===== src/rtl/apb_pkg.sv =====
// Shared types and default bus widths for the APB round-robin scheduler.
package apb_pkg;

    localparam int unsigned APB_ADDR_WIDTH = 8;
    localparam int unsigned APB_DATA_WIDTH = 32;

    typedef enum logic [1:0] {
        IDLE   = 2'd0,
        SETUP  = 2'd1,
        ACCESS = 2'd2
    } state_t;

endpackage


===== src/rtl/apb_rr_scheduler_if.sv =====
// APB bus between the scheduler (master) and the completer (slave).
interface apb_rr_scheduler_if #(
    parameter int unsigned ADDR_WIDTH = apb_pkg::APB_ADDR_WIDTH,
    parameter int unsigned DATA_WIDTH = apb_pkg::APB_DATA_WIDTH
);

    logic                  PSEL;
    logic                  PENABLE;
    logic                  PWRITE;
    logic [ADDR_WIDTH-1:0] PADDR;
    logic [DATA_WIDTH-1:0] PWDATA;
    logic [DATA_WIDTH-1:0] PRDATA;
    logic                  PREADY;

    modport master (
        output PSEL, PENABLE, PWRITE, PADDR, PWDATA,
        input  PRDATA, PREADY
    );

    modport slave (
        input  PSEL, PENABLE, PWRITE, PADDR, PWDATA,
        output PRDATA, PREADY
    );

endinterface


===== src/rtl/apb_rr_pick.sv =====
// Round-robin picker: first set request at or above ptr, wrapping at NUM_REQ.
module apb_rr_pick #(
    parameter int unsigned NUM_REQ = 4,
    parameter int unsigned IDX_W   = $clog2(NUM_REQ)
) (
    input  logic [NUM_REQ-1:0] req_i,
    input  logic [IDX_W-1:0]   ptr_i,
    output logic [NUM_REQ-1:0] win_oh_c_o,
    output logic [IDX_W-1:0]   win_idx_c_o,
    output logic               win_vld_c_o
);

    always_comb begin
        win_oh_c_o  = '0;
        win_idx_c_o = '0;
        win_vld_c_o = 1'b0;
        for (int unsigned k = 0; k < NUM_REQ; k++) begin
            int unsigned j;
            j = (32'(ptr_i) + k) % NUM_REQ;
            if (!win_vld_c_o && req_i[IDX_W'(j)]) begin
                win_vld_c_o             = 1'b1;
                win_idx_c_o             = IDX_W'(j);
                win_oh_c_o[IDX_W'(j)]   = 1'b1;
            end
        end
    end

endmodule


===== src/rtl/apb_rr_scheduler.sv =====
// Round-robin arbiter feeding single APB transfers from NUM_REQ requesters,
// with a PREADY timeout that aborts a stalled transfer and flags err.
module apb_rr_scheduler
    import apb_pkg::*;
#(
    parameter int unsigned NUM_REQ    = 4,
    parameter int unsigned ADDR_WIDTH = APB_ADDR_WIDTH,
    parameter int unsigned DATA_WIDTH = APB_DATA_WIDTH,
    parameter int unsigned TIMEOUT    = 16
) (
    input  logic                            PCLK,
    input  logic                            PRESETn,
    input  logic [NUM_REQ-1:0]              req,
    input  logic [NUM_REQ-1:0]              req_rw,
    input  logic [NUM_REQ*ADDR_WIDTH-1:0]   req_addr,
    input  logic [NUM_REQ*DATA_WIDTH-1:0]   req_wdata,
    output logic [NUM_REQ-1:0]              gnt,
    output logic [NUM_REQ-1:0]              done,
    output logic [DATA_WIDTH-1:0]           rdata,
    output logic                            err,
    output logic                            busy,
    apb_rr_scheduler_if.master              apb
);

    localparam int unsigned IDX_W = $clog2(NUM_REQ);
    localparam int unsigned CNT_W = $clog2(TIMEOUT + 1);

    state_t                 state_q, state_d;
    logic [IDX_W-1:0]       ptr_q, ptr_d, idx_q, idx_d;
    logic                   rw_q, rw_d;
    logic [ADDR_WIDTH-1:0]  addr_q, addr_d;
    logic [DATA_WIDTH-1:0]  wdata_q, wdata_d, rdata_q, rdata_d;
    logic [CNT_W-1:0]       cnt_q, cnt_d;
    logic [NUM_REQ-1:0]     gnt_q, gnt_d, done_q, done_d;
    logic                   err_q, err_d, busy_q, busy_d;
    logic                   psel_q, psel_d, penable_q, penable_d;

    logic [NUM_REQ-1:0]     pick_oh_c;
    logic [IDX_W-1:0]       pick_idx_c;
    logic                   pick_vld_c;
    logic                   timeout_c;

    apb_rr_pick #(
        .NUM_REQ (NUM_REQ),
        .IDX_W   (IDX_W)
    ) u_pick (
        .req_i       (req),
        .ptr_i       (ptr_q),
        .win_oh_c_o  (pick_oh_c),
        .win_idx_c_o (pick_idx_c),
        .win_vld_c_o (pick_vld_c)
    );

    // State and datapath registers
    always_ff @(posedge PCLK or negedge PRESETn) begin
        if (!PRESETn) begin
            state_q   <= IDLE;
            ptr_q     <= '0;
            idx_q     <= '0;
            rw_q      <= 1'b0;
            addr_q    <= '0;
            wdata_q   <= '0;
            rdata_q   <= '0;
            cnt_q     <= '0;
            gnt_q     <= '0;
            done_q    <= '0;
            err_q     <= 1'b0;
            busy_q    <= 1'b0;
            psel_q    <= 1'b0;
            penable_q <= 1'b0;
        end else begin
            state_q   <= state_d;
            ptr_q     <= ptr_d;
            idx_q     <= idx_d;
            rw_q      <= rw_d;
            addr_q    <= addr_d;
            wdata_q   <= wdata_d;
            rdata_q   <= rdata_d;
            cnt_q     <= cnt_d;
            gnt_q     <= gnt_d;
            done_q    <= done_d;
            err_q     <= err_d;
            busy_q    <= busy_d;
            psel_q    <= psel_d;
            penable_q <= penable_d;
        end
    end

    // Next state; the winner's request fields are captured only on the grant edge
    always_comb begin
        state_d   = state_q;
        ptr_d     = ptr_q;
        idx_d     = idx_q;
        rw_d      = rw_q;
        addr_d    = addr_q;
        wdata_d   = wdata_q;
        rdata_d   = rdata_q;
        cnt_d     = cnt_q;
        timeout_c = 1'b0;
        case (state_q)
            IDLE: begin
                if (pick_vld_c) begin
                    state_d = SETUP;
                    ptr_d   = IDX_W'((32'(pick_idx_c) + 32'd1) % NUM_REQ);
                    idx_d   = pick_idx_c;
                    cnt_d   = '0;
                    for (int unsigned i = 0; i < NUM_REQ; i++) begin
                        if (pick_idx_c == IDX_W'(i)) begin
                            rw_d    = req_rw[i];
                            addr_d  = req_addr[i*ADDR_WIDTH +: ADDR_WIDTH];
                            wdata_d = req_wdata[i*DATA_WIDTH +: DATA_WIDTH];
                        end
                    end
                end
            end
            SETUP: state_d = ACCESS;
            ACCESS: begin
                if (apb.PREADY) begin
                    state_d = IDLE;
                    if (!rw_q) begin
                        rdata_d = apb.PRDATA;
                    end
                end else begin
                    cnt_d = cnt_q + CNT_W'(1);
                    if (cnt_q == CNT_W'(TIMEOUT - 1)) begin
                        state_d   = IDLE;
                        timeout_c = 1'b1;
                    end
                end
            end
            default: state_d = IDLE;
        endcase
    end

    // Output decode, registered so pulses line up with the state they describe
    always_comb begin
        gnt_d     = '0;
        done_d    = '0;
        err_d     = 1'b0;
        busy_d    = (state_d != IDLE);
        psel_d    = (state_d != IDLE);
        penable_d = (state_d == ACCESS);
        if (state_q == IDLE && state_d == SETUP) begin
            gnt_d = pick_oh_c;
        end
        if (state_q == ACCESS && state_d == IDLE) begin
            done_d = NUM_REQ'(1) << idx_q;
            err_d  = timeout_c;
        end
    end

    assign gnt         = gnt_q;
    assign done        = done_q;
    assign err         = err_q;
    assign busy        = busy_q;
    assign rdata       = rdata_q;
    assign apb.PSEL    = psel_q;
    assign apb.PENABLE = penable_q;
    assign apb.PWRITE  = rw_q;
    assign apb.PADDR   = addr_q;
    assign apb.PWDATA  = wdata_q;

endmodule


===== src/flat_wrapper.sv =====
// flat-port wrapper written by rule: the top's interface ports become plain ports
module apb_rr_scheduler_flat import apb_pkg::*;
#(
    parameter int unsigned NUM_REQ    = 4,
    parameter int unsigned ADDR_WIDTH = APB_ADDR_WIDTH,
    parameter int unsigned DATA_WIDTH = APB_DATA_WIDTH,
    parameter int unsigned TIMEOUT    = 16
)
  (PCLK, PRESETn, req, req_rw, req_addr, req_wdata, gnt, done, rdata, err, busy, apb_PSEL, apb_PENABLE, apb_PWRITE, apb_PADDR, apb_PWDATA, apb_PRDATA, apb_PREADY);
  apb_rr_scheduler_if #(.ADDR_WIDTH(ADDR_WIDTH), .DATA_WIDTH(DATA_WIDTH)) apb_i ();
  input  logic PCLK;
  input  logic PRESETn;
  input  logic [NUM_REQ-1:0] req;
  input  logic [NUM_REQ-1:0] req_rw;
  input  logic [NUM_REQ*ADDR_WIDTH-1:0] req_addr;
  input  logic [NUM_REQ*DATA_WIDTH-1:0] req_wdata;
  output logic [NUM_REQ-1:0] gnt;
  output logic [NUM_REQ-1:0] done;
  output logic [DATA_WIDTH-1:0] rdata;
  output logic err;
  output logic busy;
  output wire logic [$bits(apb_i.PSEL)-1:0] apb_PSEL;
  output wire logic [$bits(apb_i.PENABLE)-1:0] apb_PENABLE;
  output wire logic [$bits(apb_i.PWRITE)-1:0] apb_PWRITE;
  output wire logic [$bits(apb_i.PADDR)-1:0] apb_PADDR;
  output wire logic [$bits(apb_i.PWDATA)-1:0] apb_PWDATA;
  input wire logic [$bits(apb_i.PRDATA)-1:0] apb_PRDATA;
  input wire logic [$bits(apb_i.PREADY)-1:0] apb_PREADY;
  assign apb_PSEL = apb_i.PSEL;
  assign apb_PENABLE = apb_i.PENABLE;
  assign apb_PWRITE = apb_i.PWRITE;
  assign apb_PADDR = apb_i.PADDR;
  assign apb_PWDATA = apb_i.PWDATA;
  assign apb_i.PRDATA = apb_PRDATA;
  assign apb_i.PREADY = apb_PREADY;
  apb_rr_scheduler #(.NUM_REQ(NUM_REQ), .ADDR_WIDTH(ADDR_WIDTH), .DATA_WIDTH(DATA_WIDTH), .TIMEOUT(TIMEOUT)) u_core (.PCLK(PCLK), .PRESETn(PRESETn), .req(req), .req_rw(req_rw), .req_addr(req_addr), .req_wdata(req_wdata), .gnt(gnt), .done(done), .rdata(rdata), .err(err), .busy(busy), .apb(apb_i));
endmodule

===== config.mk =====
export PLATFORM = sky130hd
export DESIGN_NAME = apb_rr_scheduler_flat
export DESIGN_NICKNAME = d
export VERILOG_FILES = /design/src/rtl/apb_pkg.sv /design/src/rtl/apb_rr_scheduler_if.sv /design/src/rtl/apb_rr_pick.sv /design/src/rtl/apb_rr_scheduler.sv /design/src/flat_wrapper.sv
export SDC_FILE = /design/constraint.sdc
export NUM_CORES = 1
export LEC_CHECK = 0
export ABC_AREA = 1
export CAP_MARGIN = 20
export CORE_MARGIN = 4
export CORE_UTILIZATION = 32
export CTS_CLUSTER_DIAMETER = 120
export DETAILED_ROUTE_END_ITERATION = 10
export PLACE_DENSITY = 0.73
export SYNTH_ARGS = -nofsm -noshare
export SYNTH_HDL_FRONTEND = slang
export SYNTH_SLANG_ARGS = --single-unit
export TNS_END_PERCENT = 50

===== constraint.sdc =====
create_clock -name PCLK -period 3 [get_ports PCLK]
set_input_delay 0.75 -clock PCLK [delete_from_list [all_inputs] [get_ports PCLK]]
set_output_delay 0.75 -clock PCLK [all_outputs]
set_load 0.005 [all_outputs]

==> After elaboration in Yosys (flattened, before gate mapping) <==
Index checks and enable logic that the tools add are counted.
{ "totals": {"ff_bits": 95, "out_inout_bits": 85, "word_cells": 116} }
{ "op_classes": {"n_addsub": 5, "magnitude_cmp": 8, "n_eq_ne": 10, "shifts": 1, "mux": 53, "n_bitwise": 4, "reduce_logical": 22} }
{ "op_table": {"columns": ["op", "count"], "rows": [
  ["$mux W32", 4],
  ["$mux W8", 4],
  ["$mux W4", 6],
  ["$mux W1", 20],
  ["$mux W2", 7],
  ["$lt A2 B3 Y1 const B", 4],
  ["$or A4 B4 Y4", 3],
  ["$mux W5", 2],
  ["$pmux W5 S2", 1],
  ["$logic_and A1 B1 Y1", 9],
  ["$reduce_and A3 Y1", 3],
  ["$bmux W1 S2", 4],
  ["$demux W1 S2", 4],
  ["$eq A2 B2 Y1 const B", 4],
  ["$ge A2 B1 Y1 const B", 4],
  ["$eq A2 B1 Y1 const B", 3],
  ["$logic_not A2 Y1", 3],
  ["$pmux W2 S3", 1],
  ["$add A5 B1 Y5 const B", 1],
  ["$eq A5 B4 Y1 const B", 1],
  ["$add A2 B1 Y2 const B", 2],
  ["$add A2 B2 Y2 const B", 2],
  ["$reduce_bool A2 Y1", 2],
  ["$reduce_bool A4 Y1", 1],
  ["6 further kinds", 8]
]} }

==> Depth between registers and ports, before layout <==
Gate-level depths: netlist (run 1).
{ "logic_depth": {"depth_word": 17, "mapped_depth": 21, "ltp_nobuf": 19} }

==> Hierarchy <==
A second synthesis (run 1) with hierarchy kept.
{ "unflattened": {"hier_cells": 959, "hier_area_um2": 6068.3} }
{ "modules_own_cells": {"columns": ["mod", "instances", "cells_each", "area_each_um2", "seq_area_each_um2"], "rows": [
  ["apb_rr_scheduler", 1, 885, 5627.9, 2377.3],
  ["apb_rr_pick", 1, 74, 440.4, 0.0]
]} }

==> Least setup slack after synthesis (run 1) <==
Ideal clock, no wire load.
{ "synth_path": {"path_kind": "register to register", "start": "register u_core.ptr_q[0]", "end": "register u_core.wdata_q[0], in the netlist u_core.apb.PWDATA[0]", "setup_time_ns": 0.116, "arrival_time_ns": 2.970, "t_required_ns": 2.884, "setup_slack_ns": -0.086, "path_stages_with_launch": 20, "period_less_slack_ns": 3.086, "cell_sequence": "dfrtp_1 -> inv_2 -> ha_1 -> inv_1 -> nand3_1 -> nand2_2 -> inv_1 -> nor2_4 -> nand2_1 -> nand3_1 -> nand2_2 -> inv_1 -> ha_1 -> clkbuf_1 -> buf_2 -> mux2_2 -> mux2i_1 -> o21ai_0 -> nand2_1 -> nand2_1"} }
{ "synth_between": {"elab_chain_len": 16, "word_cells_on_any_way": 34, "classes_between": "add/sub (3); eq/ne (3); mux (19); reduce/logical (9)"} }
{ "synth_lines": {"columns": ["item", "line_no", "text"], "rows": [
  ["start, declared", "apb_rr_scheduler.sv:29", "logic [IDX_W-1:0] ptr_q, ptr_d, idx_q, idx_d;"],
  ["start signal, assigned", "apb_rr_scheduler.sv:73", "ptr_q <= ptr_d;"],
  ["parallel branches: the longest is 11 deep, another holds $add A2 B1 Y2", null, null],
  ["$mux W2 (*)", "apb_rr_pick.sv:20", "if (!win_vld_c_o && req_i[IDX_W'(j)]) begin"],
  ["named net u_core.pick_idx_c[0]", "apb_rr_scheduler.sv:39", "logic [IDX_W-1:0] pick_idx_c;"],
  ["$eq A2 B1 Y1", "apb_rr_scheduler.sv:108", "if (pick_idx_c == IDX_W'(i)) begin"],
  ["$mux W32 (3 in series)", "apb_rr_scheduler.sv:108", null],
  ["end signal, assigned", "apb_rr_scheduler.sv:77", "wdata_q <= wdata_d;"],
  ["end, declared", "apb_rr_scheduler.sv:32", "logic [DATA_WIDTH-1:0] wdata_q, wdata_d, rdata_q, rdata_d;"]
]} }
Mark *: on every way through the listed nets, which the timed path passes. The select of a mux whose other input is x is not followed.
A chain may end at the register's enable or synchronous reset.

==> Final worst setup path (run 1) <==
{ "layout_path": {"start": "register u_core.ptr_q[1]", "end": "register u_core.wdata_q[26], in the netlist u_core.apb.PWDATA[26]"} }
Same word-level chain as after synthesis.

==> impl_metrics.tcl, run 1 <==
set metrics [dict create \
    status "completed" \
    worstPathArrival_ns 3.01 \
    fp.dieW_um 138 \
    grt_pass1_wl_um 27500 \
    syn_inst 593 \
    vdd_ir_drop_max_mv 0.733 \
    antennaDiodeCount 0 \
    placed_cells 1098 \
    synthesis.area_um2 5450 \
    fillers 1493 \
    clockBufferDepth 2 \
    nets 1111 \
    rsz0062_at_grt "false" \
    synth_edf_count 0 \
    power_leakage_nw 4.08 \
    cts_max_level 3 \
    synthTopCellsByArea "dfrtp_1 44%, mux2_2 15%, nand2_1 14%" \
    overflow 0 \
    vias 5195 \
    seq_area_frac_synth 0.436 \
    grtUsageTotal 0.179 \
    core_area_um2 16600 \
    drc 0 \
    cts_root_buf "clkbuf_16" \
    start_util 0.327 \
    die-area_um2 19200 \
    grt_antenna_before_repair 1 \
    yosysUniqueCellTypes 28 \
    crit_fanout 11 \
    relSlewSlack 0.690 \
    ys_warn_count 0 \
    finalMaxSlewViolations 0 \
    fin_cells 1121 \
    min_path_type "primary input to asynchronous set/reset pin" \
    skew_ns 0.00930 \
    drive_above_1_share 0.176 \
    synth_top_family_by_area "multiplexers" \
    synth_compound_area_frac 0.0505 \
    portBuffers 287 \
    grt_max_degree 55 \
    yosys-mux-area-fraction 0.224 \
    cts_inserted_buffers 9 \
    synth-adder-area-share 0.0276 \
    core.rowCount 47 \
    grt_pass1_vias 5261 \
    cts.sinks 95 \
    cts_tree "yes" \
    gp_congestion 0.844 \
    setup_viol_count_final 0 \
    cp-end-kind "register" \
    yosysTopAreaCell "dfrtp_1" \
    synth.net_count 808 \
    dp_hpwl_um 13700 \
    dr.first_iter.drc_count 131 \
    layout_worst_path_cycle_share 0.922 \
    crit_type "register to register" \
    die_h_um 138 \
    cts.clk_slew.worst_paths_ns 0.07 \
    firstDrtPassIters 4 \
    synth_top_area_share 0.436 \
    hold_violations 0 \
    async_flop_share 1.00 \
    syn_area_per_cell_um2 9.19 \
    via_per_inst 4.63 \
    synth_xor_xnor_area_share 0.00322 \
    wire_per_inst_um 16.4 \
    setup_tns_ns 0 \
    yosys_register_bits 95 \
    ant_nets 0 \
    yosys.area_share.simple 0.203 \
    fmaxAchievable_ghz 0.362 \
    synthFlopType "dfrtp_1" \
    ios 288 \
    drv_cap 0 \
    startpoint_type "register" \
    clock_latency_ns 0.35 \
    syn_to_final_growth_pct 69.7 \
    totalWireLength_um 18400 \
    hold_buffers 0 \
    crit_required_ns 3.24 \
    tightest_slew_ns 0.466 \
    power_per_cell_area_nw_per_um2 1300 \
    period_minus_slack_ns 2.77 \
]
cell type report:
cell class                      instances  area [µm²]  share of cell area
Multi-Input combinational cell        437        2820               0.305
Sequential cell                        95        2380               0.257
Timing Repair Buffer                  324        3330               0.361
Inverter                               29         116              0.0126
Clock inverter                          6        90.1             0.00974
Clock buffer                           10         229              0.0248
Tap cell                              220         275              0.0298
kinds of logic (layout without fill, tap and decap cells):
kind of cell | after synthesis | count (layout)
DFF | 95 | 95
and+or+nand+nor | 258 | 258
muxes | 113 | 113
xor gates and xnor gates | 2 | 2
AOI/OAI and AO/OA | 52 | 52
adders and majority gates | 12 | 12
buffers and inverters | 61 | 369
power breakdown:
group / internal (mW) / switching [mW] / total, mW
registers: 1.91 / 0.299 / 2.20
logic: 4.50 / 4.07 / 8.57
clock network: 0.736 / 0.520 / 1.26
total: 7.14 / 4.89 / 12.0
synthesized netlist by cell type (2+ instances only):
library cell  instances
a22oi_1               4
buf_2                10
buf_4                 5
buf_6                 5
clkbuf_1             11
dfrtp_1              95
ha_1                 12
inv_1                25
inv_2                 3
mux2_2               72
mux2i_1              41
nand2_1             201
nand2_2               8
nand2_4               2
nand3_1              26
nand3_2               4
nor2_1                5
nor2_2                4
nor3_1                6
o21ai_0              45
xor2_1                2
path summary, 6_finish.rpt:
| check | endpoint | cells after the start | slack [ns] | from |
|---|---|---|---|---|
| setup / recovery | u_core.apb.PWDATA[26] | 18 | 0.23 | u_core.ptr_q[1] |
| hold / removal | u_core.busy | 1 | 0.29 | PRESETn |
| setup reg to reg | u_core.apb.PWDATA[26] | 18 | 0.23 | u_core.ptr_q[1] |
| hold reg to reg | u_core.apb.PWDATA[8] | 2 | 0.48 | u_core.apb.PWDATA[8] |
| max in group asynchronous | u_core.ptr_q[0] | 2 | 2.06 | PRESETn |
| min in group PCLK | u_core.apb.PWDATA[8] | 2 | 0.48 | u_core.apb.PWDATA[8] |
cells in the final DEF (no fill, tap or decap), drive strengths merged:
cell,instances
buf,33
clkbuf,15
dfrtp,95
nand4,1
ha,12
mux2i,41
clkinv,1
nand3,30
dlymetal6s2s,4
nor3,6
nor2,10
o21ai,45
nand2,211
inv,31
clkinvlp,1
a22oi,4
bufinv,2
a21oi,1
mux2,72
xor2,2
clkdlybuf4s50,282
a21boi,1
o21a,1
registers in the layout, indices dropped and copies added, names as in the netlist, 2 cells and up:
register	flops
u_core.apb.PADDR	8
u_core.apb.PWDATA	32
u_core.cnt_q	5
u_core.done	4
u_core.gnt	4
u_core.idx_q	2
u_core.ptr_q	2
u_core.rdata	32
u_core.state_q	2
per-layer routing:
metal	vias to the layer above	wire, µm	share of wire	GRT usage
li1	2565	-	-	-
met1	2364	7300	0.40	0.207
met2	234	8900	0.48	0.308
met3	30	1700	0.092	0.0604
met4	2	470	0.026	0.0692
met5	-	16	0.00087	0
worst max-delay path: stages, from the launching register on:
cell	delay (ns)
dfrtp_1	0.38
inv_1	0.10
ha_4	0.23
inv_1	0.09
nand3_1	0.10
nand2_2	0.11
inv_1	0.07
nor2_4	0.12
nand2_1	0.09
nand3_2	0.08
nand2_2	0.07
inv_2	0.08
ha_4	0.24
clkbuf_16	0.21
mux2_2	0.34
mux2i_1	0.11
o21ai_0	0.09
nand2_1	0.09
nand2_1	0.05
metrics by stage:
stage               setup WS (ns)  hold slack [ns]  total power [mW]   util  cell area (µm²)
global route               0.0548            0.293              13.0  0.556             9250
detailed placement         -0.339            0.464              10.1  0.524             8730
CTS                       0.00470            0.277              11.4  0.543             9040
finish                      0.235            0.286              12.0  0.556             9250
global placement           -0.301            0.462              9.95  0.524             8730
floorplan                -0.00466            0.452              6.98      -             5450
repair_timing:
action | CTS | global route
gates resized for setup | 0 | 14
setup endpoints to repair | 0 | 39
buffers inserted | 0 | 2
(Power assumes the default switching activity.)
==> run 2, diff against run 1 <==
--- a/config.mk
+++ b/config.mk
@@ -7,11 +7,11 @@
 export LEC_CHECK = 0
 export ABC_AREA = 1
 export CAP_MARGIN = 20
-export CORE_MARGIN = 4
 export CORE_UTILIZATION = 32
 export CTS_CLUSTER_DIAMETER = 120
 export DETAILED_ROUTE_END_ITERATION = 10
 export PLACE_DENSITY = 0.73
+export SLEW_MARGIN = 10
 export SYNTH_ARGS = -nofsm -noshare
 export SYNTH_HDL_FRONTEND = slang
 export SYNTH_SLANG_ARGS = --single-unit
==> run 2 against run 1 <==
Against the previous run:
- cell area increased by 0.73%
- combinational power increased by 3.6%
- sequential power about the same
- non-clock buffer count increased by 9
==> impl_metrics.tcl, run 2 (synthesis results as in run 1) <==
set metrics [dict create \
    cts.clk_slew.worst_paths_ns 0.07 \
    power_frac_clock 0.097 \
    totalWireLength_um 17300 \
    core_area_um2 16600 \
    p_comb_frac 0.723 \
    crit_fanout 8 \
    ios 288 \
    hold_violations 0 \
    via_per_inst 4.60 \
    layout_commonest_cell "clkdlybuf4s50_1" \
    status "completed" \
    core.rowCount 47 \
    drive_above_1_share 0.191 \
    crit_type "register to register" \
    hold_buffers 0 \
    cts_inserted_buffers 9 \
    final_cell_mix "282 x clkdlybuf4s50_1, 195 x nand2_1, 94 x dfrtp_1" \
    start_util 0.329 \
    period_minus_slack_ns 2.83 \
    startpoint_type "register" \
    cts.sinks 95 \
    fin_hold_ws_ns 0.458 \
    min_path_type "primary input to asynchronous set/reset pin" \
    grt_max_degree 55 \
    grt_pass1_vias 5182 \
    layout_worst_path_cycle_share 0.943 \
    dp_hpwl_um 12500 \
    grt_antenna_before_repair 0 \
    worstPathArrival_ns 3.07 \
    syn_to_final_growth_pct 70.9 \
    crit_required_ns 3.24 \
    pwr-share-seq 0.180 \
    finalMaxSlewViolations 0 \
    gp_congestion 0.804 \
    ant_nets 0 \
    fmaxAchievable_ghz 0.354 \
    power.net_switching_mw 4.94 \
    fp.dieW_um 132 \
    vias 5194 \
    overflow 0 \
    die_h_um 132 \
    cp-end-kind "register" \
    vdd_ir_drop_max_mv 0.914 \
    fin_area_um2 9310 \
    die-area_um2 17500 \
    relSlewSlack 0.521 \
    p_int_mw 7.35 \
    drc 0 \
    cts_max_level 3 \
    cts_tree "yes" \
    drv_cap 0 \
    cts_root_buf "clkbuf_16" \
    tightest_slew_ns 0.718 \
    power_per_cell_area_nw_per_um2 1320 \
    fin_util 0.562 \
    clock_latency_ns 0.34 \
    wire_per_inst_um 15.3 \
    power_leakage_nw 4.12 \
    firstDrtPassIters 5 \
    portBuffers 287 \
    rsz0062_at_grt "false" \
    swShare 0.402 \
    placed_area_um2 8800 \
    dr.first_iter.drc_count 157 \
    antennaDiodeCount 0 \
    setup_viol_count_final 0 \
    nets 1120 \
    grt_pass1_wl_um 26500 \
    clockBufferDepth 2 \
    grtUsageTotal 0.192 \
    skew_ns 0.00698 \
]
-- run 2: worst max-delay path, cell delays in order, from the launching register on --
cell and delay [ns]:
dfrtp_2 0.41, inv_2 0.06, ha_2 0.30, inv_2 0.09
nand3_2 0.09, nand2_4 0.10, inv_2 0.05, nor2_4 0.10
nand2_1 0.07, nand3_1 0.10, nand2_2 0.07, inv_2 0.07
ha_4 0.29, clkbuf_16 0.21, mux2_2 0.32, mux2i_1 0.15
o21ai_0 0.10, nand2_1 0.07, nand2_1 0.05
-- run 2: routing by layer --
metal	vias to the layer above	part of all wire	GRT usage
met2	221	0.50	0.338
li1	2576	-	-
met1	2383	0.41	0.229
met3	14	0.075	0.0502
met5	-	0	0
met4	0	0.011	0.0556
-- run 2: power by group through the flow --
stage | Combinational (mW) | Sequential (mW) | Clock, mW
floorplan | 4.71 | 2.27 | 0
finish | 8.88 | 2.21 | 1.20
global route | 9.76 | 2.28 | 1.27
global placement | 7.99 | 2.21 | 0
detailed placement | 8.07 | 2.22 | 0
CTS | 8.10 | 2.21 | 1.23
-- run 2: final cells by class --
cell class                      instances  area (µm²)
Multi-Input combinational cell        437        2820
Inverter                               29         114
Timing Repair Buffer                  333        3420
Sequential cell                        95        2380
Clock buffer                           11         253
Tap cell                              220         275
Clock inverter                          4        53.8
Fill cell                            1491        7270
-- run 2: final timing paths --
check / slack, ns / from / cells after the start / end
max in group asynchronous: 1.83 / PRESETn / 2 / u_core.apb.PWDATA[30]
min reg2reg: 0.48 / u_core.apb.PWDATA[25] / 2 / u_core.apb.PWDATA[25]
max: 0.17 / u_core.ptr_q[0] / 18 / u_core.apb.PWDATA[25]
max reg2reg: 0.17 / u_core.ptr_q[0] / 18 / u_core.apb.PWDATA[25]
min in group PCLK: 0.48 / u_core.apb.PWDATA[25] / 2 / u_core.apb.PWDATA[25]
min: 0.46 / PRESETn / 1 / u_core.rdata[5]
-- run 2: through the flow --
stage	setup slack [ns]	TNS, ns	power [mW]	instances
3_5_place_dp	-0.315	-11.02	10.3	1104
6_report	0.172	0	12.3	1129
5_1_grt	0.0172	0	13.3	1129
4_1_cts	0.0555	0	11.5	1119
2_1_floorplan	-0.00466	-0.101	6.98	593
3_3_place_gp	-0.269	-9.32	10.2	1104
-- run 2: what timing repair did --
item / 4_1_cts / 5_1_grt
setup buffers: 0 / 4
resized for setup: 0 / 29
endpoints found under the hold margin: 0 / 0
endpoints found under the setup margin: 0 / 41
